**src/rtl/lsu_pkg.sv**
```systemverilog
// Shared definitions for the load/store unit: memory-op encodings (common
// with the control-signal generator), FSM state encoding and lane geometry.
package lsu_pkg;

  // MemOP width/sign encodings from the decoder
  localparam logic [2:0] MEMOP_B  = 3'b000;
  localparam logic [2:0] MEMOP_H  = 3'b001;
  localparam logic [2:0] MEMOP_W  = 3'b010;
  localparam logic [2:0] MEMOP_BU = 3'b100;
  localparam logic [2:0] MEMOP_HU = 3'b101;

  // Data path geometry
  localparam int unsigned XLEN   = 32;
  localparam int unsigned OFF_W  = 2;   // byte offset within a word
  localparam int unsigned STRB_W = 4;   // byte strobes per word
  localparam int unsigned RD_W   = 5;   // register tag width

  // Base strobe patterns before shifting into the addressed lane
  localparam logic [STRB_W-1:0] STRB_BYTE = 4'b0001;
  localparam logic [STRB_W-1:0] STRB_HALF = 4'b0011;
  localparam logic [STRB_W-1:0] STRB_WORD = 4'b1111;

  typedef enum logic [1:0] {
    ST_IDLE = 2'd0,
    ST_REQ  = 2'd1,
    ST_RESP = 2'd2,
    ST_DONE = 2'd3
  } lsu_state_e;

endpackage

```
**src/rtl/lsu_align.sv**
```systemverilog
// Combinational lane logic for the LSU: request legality/alignment check,
// store data replication and strobes, load data shift and extension.
module lsu_align
  import lsu_pkg::*;
(
  input  logic [XLEN-1:0]   req_addr,
  input  logic [XLEN-1:0]   req_wdata,
  input  logic              req_memrd,
  input  logic              req_memwr,
  input  logic [2:0]        req_memop,
  output logic              req_err,
  output logic              req_bus,
  output logic [XLEN-1:0]   st_wdata,
  output logic [STRB_W-1:0] st_wstrb,
  input  logic [OFF_W-1:0]  ld_off,
  input  logic [2:0]        ld_memop,
  input  logic [XLEN-1:0]   ld_rdata,
  output logic [XLEN-1:0]   ld_data
);

  logic [OFF_W-1:0] off;
  logic             is_half;
  logic             is_word;
  logic             ld_legal;
  logic             st_legal;
  logic             misalign;
  logic [XLEN-1:0]  shifted;

  // Classify the incoming request and build store lanes
  always_comb begin
    off      = req_addr[OFF_W-1:0];
    is_half  = (req_memop == MEMOP_H) || (req_memop == MEMOP_HU);
    is_word  = (req_memop == MEMOP_W);
    ld_legal = (req_memop == MEMOP_B)  || (req_memop == MEMOP_H) ||
               (req_memop == MEMOP_W)  || (req_memop == MEMOP_BU) ||
               (req_memop == MEMOP_HU);
    st_legal = (req_memop == MEMOP_B)  || (req_memop == MEMOP_H) ||
               (req_memop == MEMOP_W);
    misalign = (is_half && off[0]) || (is_word && (off != '0));

    req_err  = (req_memrd && req_memwr) ||
               (req_memrd && !ld_legal) ||
               (req_memwr && !st_legal) ||
               ((req_memrd || req_memwr) && misalign);
    req_bus  = (req_memrd || req_memwr) && !req_err;

    st_wdata = req_wdata;
    st_wstrb = '0;
    if (req_memwr) begin
      case (req_memop)
        MEMOP_B: begin
          st_wdata = {4{req_wdata[7:0]}};
          st_wstrb = STRB_BYTE << off;
        end
        MEMOP_H: begin
          st_wdata = {2{req_wdata[15:0]}};
          st_wstrb = STRB_HALF << off;
        end
        MEMOP_W: begin
          st_wdata = req_wdata;
          st_wstrb = STRB_WORD;
        end
        default: begin
          st_wdata = req_wdata;
          st_wstrb = '0;
        end
      endcase
    end
  end

  // Bring the addressed byte/half down to bit 0 and extend it
  always_comb begin
    shifted = ld_rdata >> {ld_off, 3'b000};
    case (ld_memop)
      MEMOP_B:  ld_data = {{24{shifted[7]}}, shifted[7:0]};
      MEMOP_H:  ld_data = {{16{shifted[15]}}, shifted[15:0]};
      MEMOP_BU: ld_data = {24'd0, shifted[7:0]};
      MEMOP_HU: ld_data = {16'd0, shifted[15:0]};
      default:  ld_data = shifted;
    endcase
  end

endmodule

```
**src/rtl/lsu.sv**
```systemverilog
// Load/store unit: accepts one ALU-addressed request, runs it on the
// req/gnt/rvalid bus with a timeout, and holds the completion for writeback.
module lsu
  import lsu_pkg::*;
#(
  parameter int unsigned TIMEOUT_CYCLES = 255,
  parameter int unsigned CNT_W          = 8
) (
  input  logic              clk,
  input  logic              rst,
  input  logic              in_valid,
  output logic              in_ready,
  input  logic [XLEN-1:0]   in_addr,
  input  logic [XLEN-1:0]   in_wdata,
  input  logic              in_memwr,
  input  logic              in_memrd,
  input  logic [2:0]        in_memop,
  input  logic [RD_W-1:0]   in_rd,
  output logic              out_valid,
  input  logic              out_ready,
  output logic [XLEN-1:0]   out_rdata,
  output logic [RD_W-1:0]   out_rd,
  output logic              out_err,
  output logic              mem_req,
  input  logic              mem_gnt,
  output logic              mem_we,
  output logic [XLEN-1:0]   mem_addr,
  output logic [XLEN-1:0]   mem_wdata,
  output logic [STRB_W-1:0] mem_wstrb,
  input  logic              mem_rvalid,
  input  logic [XLEN-1:0]   mem_rdata,
  input  logic              mem_err
);

  // Last counter value before the abort; the cycle in which the counter
  // holds this value is the TIMEOUT_CYCLES-th cycle spent in REQ+RESP.
  localparam logic [CNT_W-1:0] TO_LAST =
    CNT_W'((TIMEOUT_CYCLES == 0) ? 0 : TIMEOUT_CYCLES - 1);

  lsu_state_e        state_q, state_d;
  logic [CNT_W-1:0]  cnt_q, cnt_d;
  logic [OFF_W-1:0]  off_q, off_d;
  logic [2:0]        memop_q, memop_d;
  logic              we_q, we_d;
  logic [XLEN-1:0]   addr_q, addr_d;
  logic [XLEN-1:0]   wdata_q, wdata_d;
  logic [STRB_W-1:0] wstrb_q, wstrb_d;
  logic [XLEN-1:0]   rdata_q, rdata_d;
  logic              err_q, err_d;
  logic [RD_W-1:0]   rd_q, rd_d;

  logic              al_err;
  logic              al_bus;
  logic [XLEN-1:0]   al_wdata;
  logic [STRB_W-1:0] al_wstrb;
  logic [XLEN-1:0]   al_ldata;
  logic              timeout_hit;

  lsu_align u_align (
    .req_addr  (in_addr),
    .req_wdata (in_wdata),
    .req_memrd (in_memrd),
    .req_memwr (in_memwr),
    .req_memop (in_memop),
    .req_err   (al_err),
    .req_bus   (al_bus),
    .st_wdata  (al_wdata),
    .st_wstrb  (al_wstrb),
    .ld_off    (off_q),
    .ld_memop  (memop_q),
    .ld_rdata  (mem_rdata),
    .ld_data   (al_ldata)
  );

  // Handshake outputs decode straight from the state so reset drops them at once
  assign in_ready  = (state_q == ST_IDLE);
  assign mem_req   = (state_q == ST_REQ);
  assign out_valid = (state_q == ST_DONE);
  assign mem_we    = we_q;
  assign mem_addr  = addr_q;
  assign mem_wdata = wdata_q;
  assign mem_wstrb = wstrb_q;
  assign out_rdata = rdata_q;
  assign out_err   = err_q;
  assign out_rd    = rd_q;

  // Next-state, timeout counter and latch updates
  always_comb begin
    state_d     = state_q;
    cnt_d       = cnt_q;
    off_d       = off_q;
    memop_d     = memop_q;
    we_d        = we_q;
    addr_d      = addr_q;
    wdata_d     = wdata_q;
    wstrb_d     = wstrb_q;
    rdata_d     = rdata_q;
    err_d       = err_q;
    rd_d        = rd_q;
    timeout_hit = (TIMEOUT_CYCLES != 0) && (cnt_q >= TO_LAST);

    case (state_q)
      ST_IDLE: begin
        if (in_valid) begin
          rd_d    = in_rd;
          off_d   = in_addr[OFF_W-1:0];
          memop_d = in_memop;
          rdata_d = '0;
          err_d   = al_err;
          cnt_d   = '0;
          if (al_bus) begin
            we_d    = in_memwr;
            addr_d  = {in_addr[XLEN-1:OFF_W], {OFF_W{1'b0}}};
            wdata_d = al_wdata;
            wstrb_d = al_wstrb;
            state_d = ST_REQ;
          end else begin
            state_d = ST_DONE;
          end
        end
      end
      ST_REQ: begin
        cnt_d = cnt_q + CNT_W'(1);
        if (mem_gnt) begin
          state_d = ST_RESP;
        end else if (timeout_hit) begin
          err_d   = 1'b1;
          rdata_d = '0;
          state_d = ST_DONE;
        end
      end
      ST_RESP: begin
        cnt_d = cnt_q + CNT_W'(1);
        if (mem_rvalid) begin
          err_d   = mem_err;
          rdata_d = (mem_err || we_q) ? '0 : al_ldata;
          state_d = ST_DONE;
        end else if (timeout_hit) begin
          err_d   = 1'b1;
          rdata_d = '0;
          state_d = ST_DONE;
        end
      end
      ST_DONE: begin
        if (out_ready) begin
          state_d = ST_IDLE;
        end
      end
      default: state_d = ST_IDLE;
    endcase
  end

  // State and latch registers, asynchronously cleared
  always_ff @(posedge clk or negedge rst) begin
    if (!rst) begin
      state_q <= ST_IDLE;
      cnt_q   <= '0;
      off_q   <= '0;
      memop_q <= '0;
      we_q    <= 1'b0;
      addr_q  <= '0;
      wdata_q <= '0;
      wstrb_q <= '0;
      rdata_q <= '0;
      err_q   <= 1'b0;
      rd_q    <= '0;
    end else begin
      state_q <= state_d;
      cnt_q   <= cnt_d;
      off_q   <= off_d;
      memop_q <= memop_d;
      we_q    <= we_d;
      addr_q  <= addr_d;
      wdata_q <= wdata_d;
      wstrb_q <= wstrb_d;
      rdata_q <= rdata_d;
      err_q   <= err_d;
      rd_q    <= rd_d;
    end
  end

endmodule

```
**config.mk**
```make
export PLATFORM = sky130hd
export DESIGN_NAME = lsu
export DESIGN_NICKNAME = d
export VERILOG_FILES = /design/src/rtl/lsu_pkg.sv /design/src/rtl/lsu_align.sv /design/src/rtl/lsu.sv
export SDC_FILE = /design/constraint.sdc
export NUM_CORES = 1
export LEC_CHECK = 0
export ABC_AREA = 1
export BUFFER_PORTS_ARGS = -buffer_cell sky130_fd_sc_hd__buf_2
export CORE_MARGIN = 2
export CORE_UTILIZATION = 25
export CTS_CLUSTER_SIZE = 24
export DETAILED_ROUTE_END_ITERATION = 7
export PLACE_DENSITY = 0.53
export SYNTH_ARGS = -nofsm -noshare
export SYNTH_HDL_FRONTEND = slang
export SYNTH_SLANG_ARGS = --single-unit
```
**constraint.sdc**
```tcl
create_clock -name clk -period 1.8 [get_ports clk]
set_clock_uncertainty 0.15 [all_clocks]
set_input_delay 0.18 -clock clk [delete_from_list [all_inputs] [get_ports clk]]
set_output_delay 0.18 -clock clk [all_outputs]
set_load 0.005 [all_outputs]
```
==> results of run 1 <==
## area by class of cell
type                    instances  area [sq um]  area share
well taps                     335         419.2     0.03971
inverters                      55         214.0     0.02027
clock inverters                14         148.9     0.01411
flip-flops and latches        120          3003      0.2845
multi-input cells             709          3460      0.3278
clock buffers                  18         439.2     0.04161
diodes                          1         2.502   0.0002371
repair buffers                379          2869      0.2718
## timing repair
item / in CTS / in global routing
pin swaps: 5 / 39
gates resized for setup: 17 / 111
buffers inserted: 2 / 6
gates cloned: 4 / 8
hold endpoints to repair: 200 / 0
endpoints found under the setup margin: 92 / 76
hold buffers: 84 / 0
## path summary, 6_finish.rpt
path	from	endpoint	slack, ps	depth (start not counted)
max in group asynchronous	rst	mem_addr[15]	810	3
min	mem_err	out_err	20	5
max reg2reg	state_q[0]	out_rdata[17]	10	10
min reg2reg	out_rdata[2]	out_rdata[2]	320	2
max	state_q[1]	mem_req	-4	5
min in group asynchronous	rst	out_rdata[6]	60	2
## cells in the final DEF, fill, tap and decap left out, types with 11 or more instances in the layout
master           n
a21oi_1         33
buf_12          13
buf_2          220
buf_4           44
clkbuf_16       22
dfrtp_1        120
dlygate4sd3_1   84
inv_1           43
nand2_1        409
nand2_2         42
nand2_4         14
nand3_1         64
nand4_1         11
nor2_1          30
o21ai_0         42
## cell families after synthesis
logic type	after synthesis	share of synthesized area
buffers and inverters	102	0.07625
AND/OR/NAND/NOR	602	0.3773
AO/OA/AOI/OAI	96	0.07682
adder cells (fa/ha/maj)	6	0.01141
other	1	0.0005699
XOR/XNOR	1	0.001331
flip-flops	120	0.4564
## registers in the layout, indices dropped and copies added, names as in the netlist, 3 cells and up
register,count
mem_wdata,32
out_rdata,32
mem_addr,30
cnt_q,8
out_rd,5
mem_wstrb,4
memop_q,3
## tightest hold or removal path, stage by stage
cell and delay, ps:
buf_2 110, nand3_1 80, nand2_1 70, nand2_1 40, nand3_1 70
## layer usage
layer  track usage  vias to the layer above
met5             0                        -
met4       0.04685                        2
met3       0.04838                       20
met2        0.2807                      261
met1        0.2157                     3405
li1              -                     3644
## stage by stage
stage	hold WS, ps	TNS, ps	instances	area [sq um]	setup WS (ps)
3_3_place_gp	-23.39	-1163	1496	8408	-54.60
6_report	18.14	-4.327	1631	10560	-4.327
2_1_floorplan	-265.6	0	929	6598	2.036
5_1_grt	40.88	-2843	1630	10550	-91.97
4_1_cts	5.560	-14.09	1617	10020	-14.09
3_5_place_dp	-28.50	-5991	1496	8408	-130.2
## power by group
part           internal, W  total (W)  switching, W
Sequential         0.00370    0.00445      0.000746
Clock              0.00200    0.00350       0.00149
Combinational      0.00333    0.00752       0.00419
Total              0.00903     0.0155       0.00643
==> results by group, run 1 <==
Run status
  – Outcome: finished, violations left
  – Failing checks: negative setup slack

Global route
  – Grt ovf: 0
  – Vias in the first global route: 7077
  – Total track usage: 0.1691
  – Initial antenna violation count: 2
  – First-pass GRT wire length: ~37000 um
  – Largest net degree at the start of global routing: 40

Critical path
  – Crit-path cells: inv_2, ha_2, buf_4, buf_6, buf_2
  – Required time of the critical path: 1470 ps
  – Critical path's slowest cell: dfrtp_1
  – Critical path class: reg2out
  – Top Family by Delay on Critical Path: buffers and inverters
  – Worst Path Max Fanout: 9
  – WP buf/inv: 4
  – CP Capture Type: output port
  – CP arrival: around 1500 ps
  – Crit start category: register
  – CP max stage delay: about 400 ps

Synthesis
  – Synth area leader: dfrtp_1
  – Post-Synthesis Cells: 928
  – Async SR Flop Fraction: 1.000
  – Yosys top cell area share: 0.4564
  – Mapped Area: 6580 sq um
  – Synthesized flop and latch total: 120
  – Register area share after synthesis: 0.4564
  – Dominant synthesized flop cell: dfrtp_1
  – Synthesized area per cell: 7.091 sq um
  – Post-synth EDFFs: 0
  – Commonest cells in the netlist: nand2_1, dfrtp_1, nand3_1
  – Post-synth cell types: 29
  – Synth top area cells: dfrtp_1, nand2_1, nand3_1
  – Synth warnings: 0
  – Most frequent cell after synthesis: nand2_1

Die
  – Initial Utilization: 0.2532
  – Die Wd: 166.2 um
  – Core ar.: between 20000 and 30000 sq um
  – DIE AREA: 27630 sq um
  – DIE HEIGHT: 166.2 um
  – # IOs: around 220
  – FP Rows: 59

Routing
  – Number of remaining DRC errors: 0
  – Top layer in use: met5
  – Avg WL per Cell: 14.97 um
  – Via count: 7332
  – DRT met1 WL: 10800 um
  – Met2 WL post-DR: 11610 um
  – Total length of routed met3 wires: 1682 um
  – Drt via density: 4.495
  – Drt first pass iters: 5
  – Final antenna-violating net count: 0
  – 1st-iter DRT viols: 551
  – Drt total wl: 24410 um

Clocking
  – H-Tree Level Count: 4
  – CTS Root Cell: clkbuf_16
  – CTS tree: yes
  – CTS max path bufs: 2
  – Clock sink count: 120
  – Cts bufs inserted: 17
  – Clock Latency Late Sink: about 420 ps
  – Clk pin slew, worst setup/hold paths: about 60 ps

Layout
  – Fillers: 2692
  – Layout area overhead: 60.41%
  – Fraction of layout cells with a size suffix above 1: 0.3382
  – Layout Utilization: 0.4062
  – Final net count: 1401

Timing
  – Final setup violation count: 1
  – RSZ-0062 raised after global routing: true
  – Final Slew Violations: 0
  – Fin crit share: 1.002
  – Final Critical Period: ~1800 ps
  – Final Hold Fails: 0
  – Fmax: roughly 550 MHz
  – Setup WS post-layout: -4.327 ps

Placement
  – # port buffers: 220
  – Placer Congestion: about 0.84
  – Final HPWL from detailed placement: 16360 um

Power
  – Leakage power: 5.743 nW
  – Tot Pwr: 0.01546 W
  – Power Dens Cells: 1465 nW/um^2
  – Worst vdd ir: 0.7357 mV

Run
  – Max-cap violations: 0

Worst hold path
  – Hold/Removal Path Class: in2reg
(Power assumes the default switching activity.)
==> run 2, diff against run 1 <==
- CORE_MARGIN: 2 -> 1
- CTS_CLUSTER_DIAMETER: unset -> 200
==> run 2 against run 1 <==
The run now ends clean. Global-route usage increased by 0.60 points. Worst setup slack improved by 15 ps. Non-clock buffer count increased by 5. Sequential cell count unchanged. Die area decreased by 2.4%. Critical endpoint is now mem_wdata[29]. Combinational power about the same. Sequential power about the same.
==> results by group, run 2 (synthesis results as in run 1) <==
Run status
  – Outcome: finished, final reports clean

Global route
  – Vias in the first global route: 7048 (-0.41%)
  – Total track usage: 0.1751 (+0.005981)
  – Largest net degree at the start of global routing: 33 (-18%)
  – Grt ovf: 0 (unchanged)
  – Initial antenna violation count: 2 (unchanged)
  – First-pass GRT wire length: 36590 um (-2.1%)

Die
  – FP Rows: 59 (unchanged)
  – DIE AREA: 26970 sq um (-2.4%)
  – # IOs: 223 (unchanged)
  – Core ar.: 25910 sq um (-0.28%)
  – Initial Utilization: 0.2539 (+0.0007214)
  – DIE HEIGHT: 164.2 um (-1.2%)
  – Die Wd: 164.2 um (-1.2%)

Layout
  – Fin cells: 1634 (+0.18%)
  – Fillers: 2719 (+1.0%)
  – Layout area overhead: 58.03%
  – Most frequent cells in the layout: nand2_1, buf_2, dfrtp_1
  – Most common cell after layout, fill and taps aside: nand2_1
  – Ant diodes: 0 (-1)
  – Final net count: 1405 (+0.29%)
  – Fraction of layout cells with a size suffix above 1: 0.3179 (-0.02029)

Clocking
  – Clk pin slew, worst setup/hold paths: 60 ps (about the same)
  – Cts bufs inserted: 17 (unchanged)
  – CTS tree: yes
  – Clock sink count: 120 (unchanged)
  – H-Tree Level Count: 4 (unchanged)
  – Clock Latency Late Sink: 410 ps (about the same)
  – CTS Root Cell: clkbuf_16
  – CTS max path bufs: 2 (unchanged)

Critical path
  – CP arrival: 1990 ps (+520 ps)
  – CP endpoint: mem_wdata[29]
  – Worst Path Max Fanout: 13 (+4)
  – Worst Setup SP: state_q[0]
  – Critical path class: reg2reg
  – CP Capture Type: register
  – Reg2reg setup slack: 10 ps (about the same)
  – Crit start category: register
  – R2r endpoint: mem_wdata[29]
  – Length in cells of the worst reg-to-reg path: 10 (unchanged)
  – R2R Path Start: state_q[0]
  – Required time of the critical path: 2010 ps (+540 ps)

Power
  – Switching Fraction: 0.4118 (-0.004141)
  – Internal power: 0.009043 W (+0.16%)
  – Power Dens Cells: 1479 nW/um^2 (+0.95%)
  – Psw: 0.006333 W (-1.5%)
  – Comb power frac: 0.491 (+0.005)
  – Worst vdd ir: 0.6564 mV (-11%)
  – Clock share of power: 0.222 (-0.004)
  – Leakage power: 5.708 nW (-0.61%)
  – Part of the power in registers: 0.288 (about the same)

Timing
  – Final Hold Fails: 0 (unchanged)
  – Fin crit share: 0.9943 (-0.008134)
  – Hold slack: 17.06 ps (-1.079 ps)
  – RSZ-0062 raised after global routing: true
  – Setup WS post-layout: 10.31 ps (+14.64 ps)
  – Final Slew Violations: 0 (unchanged)
  – Fmax: 558.8 MHz (+0.82%)
  – Final Critical Period: 1790 ps (-14.64 ps)
  – Final setup violation count: 0 (-1)

Routing
  – Final antenna-violating net count: 0 (unchanged)
  – Drt via density: 4.480 (-0.35%)
  – Drt first pass iters: 5 (unchanged)
  – Number of remaining DRC errors: 0 (unchanged)
  – Via count: 7320 (-0.16%)
  – Avg WL per Cell: 14.74 um (-1.5%)
  – Drt total wl: 24080 um (-1.3%)
  – 1st-iter DRT viols: 436 (-21%)

Placement
  – Placed cell count: 1500 (+0.27%)
  – Dpl ws: -93.97 ps (+36.26 ps)
  – Final HPWL from detailed placement: 16170 um (-1.2%)
  – # port buffers: 220 (unchanged)
  – Placer Congestion: 0.8189 (-2.5%)

Run
  – Max-cap violations: 0 (unchanged)

Worst hold path
  – Hold/Removal Path Class: in2reg
## run 2: changes by cell type in the layout (fill, tap and decap cells not counted), sizes merged
cell	delta
clkbuf	-1
inv	-6
clkinv	+6
buf	+6
nand3	-1
diode	-1
## run 2: what timing repair did
item	CTS	global route
hold buffers	84	0
buffers inserted	5	8
resized for setup	18	92
pin swaps	4	18
endpoints found under the setup margin	92	105
hold endpoints to repair	200	0
gates cloned	2	7
## run 2: worst max-delay path, stage by stage, from the launching register on
cell       delay [ps]
dfrtp_2           450
inv_4              90
ha_4              180
inv_4              50
nor2_4            150
nand3_4           110
nor2_4            140
buf_12            140
clkbuf_16         170
nand2_1            60
nand2_1            50
## run 2: per-stage QoR
step,total power [W],area (sq um),setup TNS [ps],utilization
after detailed placement,0.01087,8413,-4644,0.3247
after global placement,0.01078,8413,-183.3,0.3247
after global routing,0.01659,10400,-5022,0.4013
final,0.01538,10400,0,0.4013
after CTS,0.01470,9976,0,0.3850
after floorplan,0.007910,6598,0,-
## run 2: area by class of cell
| type | instances | area, sq um | area share |
|---|---|---|---|
| Clock buffer | 18 | 439.2 | 0.04223 |
| Tap cell | 335 | 419.2 | 0.04031 |
| Multi-Input combinational cell | 708 | 3336 | 0.3208 |
| Timing Repair Buffer | 384 | 2840 | 0.2731 |
| Inverter | 55 | 221.5 | 0.02130 |
| Sequential cell | 120 | 3004 | 0.2889 |
| Clock inverter | 14 | 138.9 | 0.01336 |
## run 2: how the worst min path moves through the flow
stage / slack, ps / depth (start not counted) / endpoint / startpoint
2_1_floorplan: -270 / 0 / cnt_q[0] / rst
3_3_place_gp: 4 / 1 / out_rdata[31] / rst
3_5_place_dp: -3 / 1 / out_rdata[7] / rst
4_1_cts: 2 / 5 / out_rdata[6] / mem_rdata[14]
5_1_grt: 40 / 5 / out_rdata[0] / mem_rdata[8]
6_report: 20 / 4 / state_q[1] / out_ready
## run 2: power groups by stage
stage	combinational, W	sequential [W]	clock, W
after global routing	0.00838	0.00456	0.00364
after CTS	0.00682	0.00437	0.00352
after floorplan	0.00354	0.00437	0
final	0.00755	0.00442	0.00341
after detailed placement	0.00651	0.00436	0
after global placement	0.00640	0.00438	0
## run 2: routing by layer
layer	global-route usage	wire [um]	share of wire	vias to the layer above
li1	-	-	-	3654
met1	0.2222	10640	0.44	3411
met2	0.2915	11490	0.48	226
met3	0.04646	1680	0.070	25
met4	0.04714	248	0.010	4
met5	0	24	0.0010	-
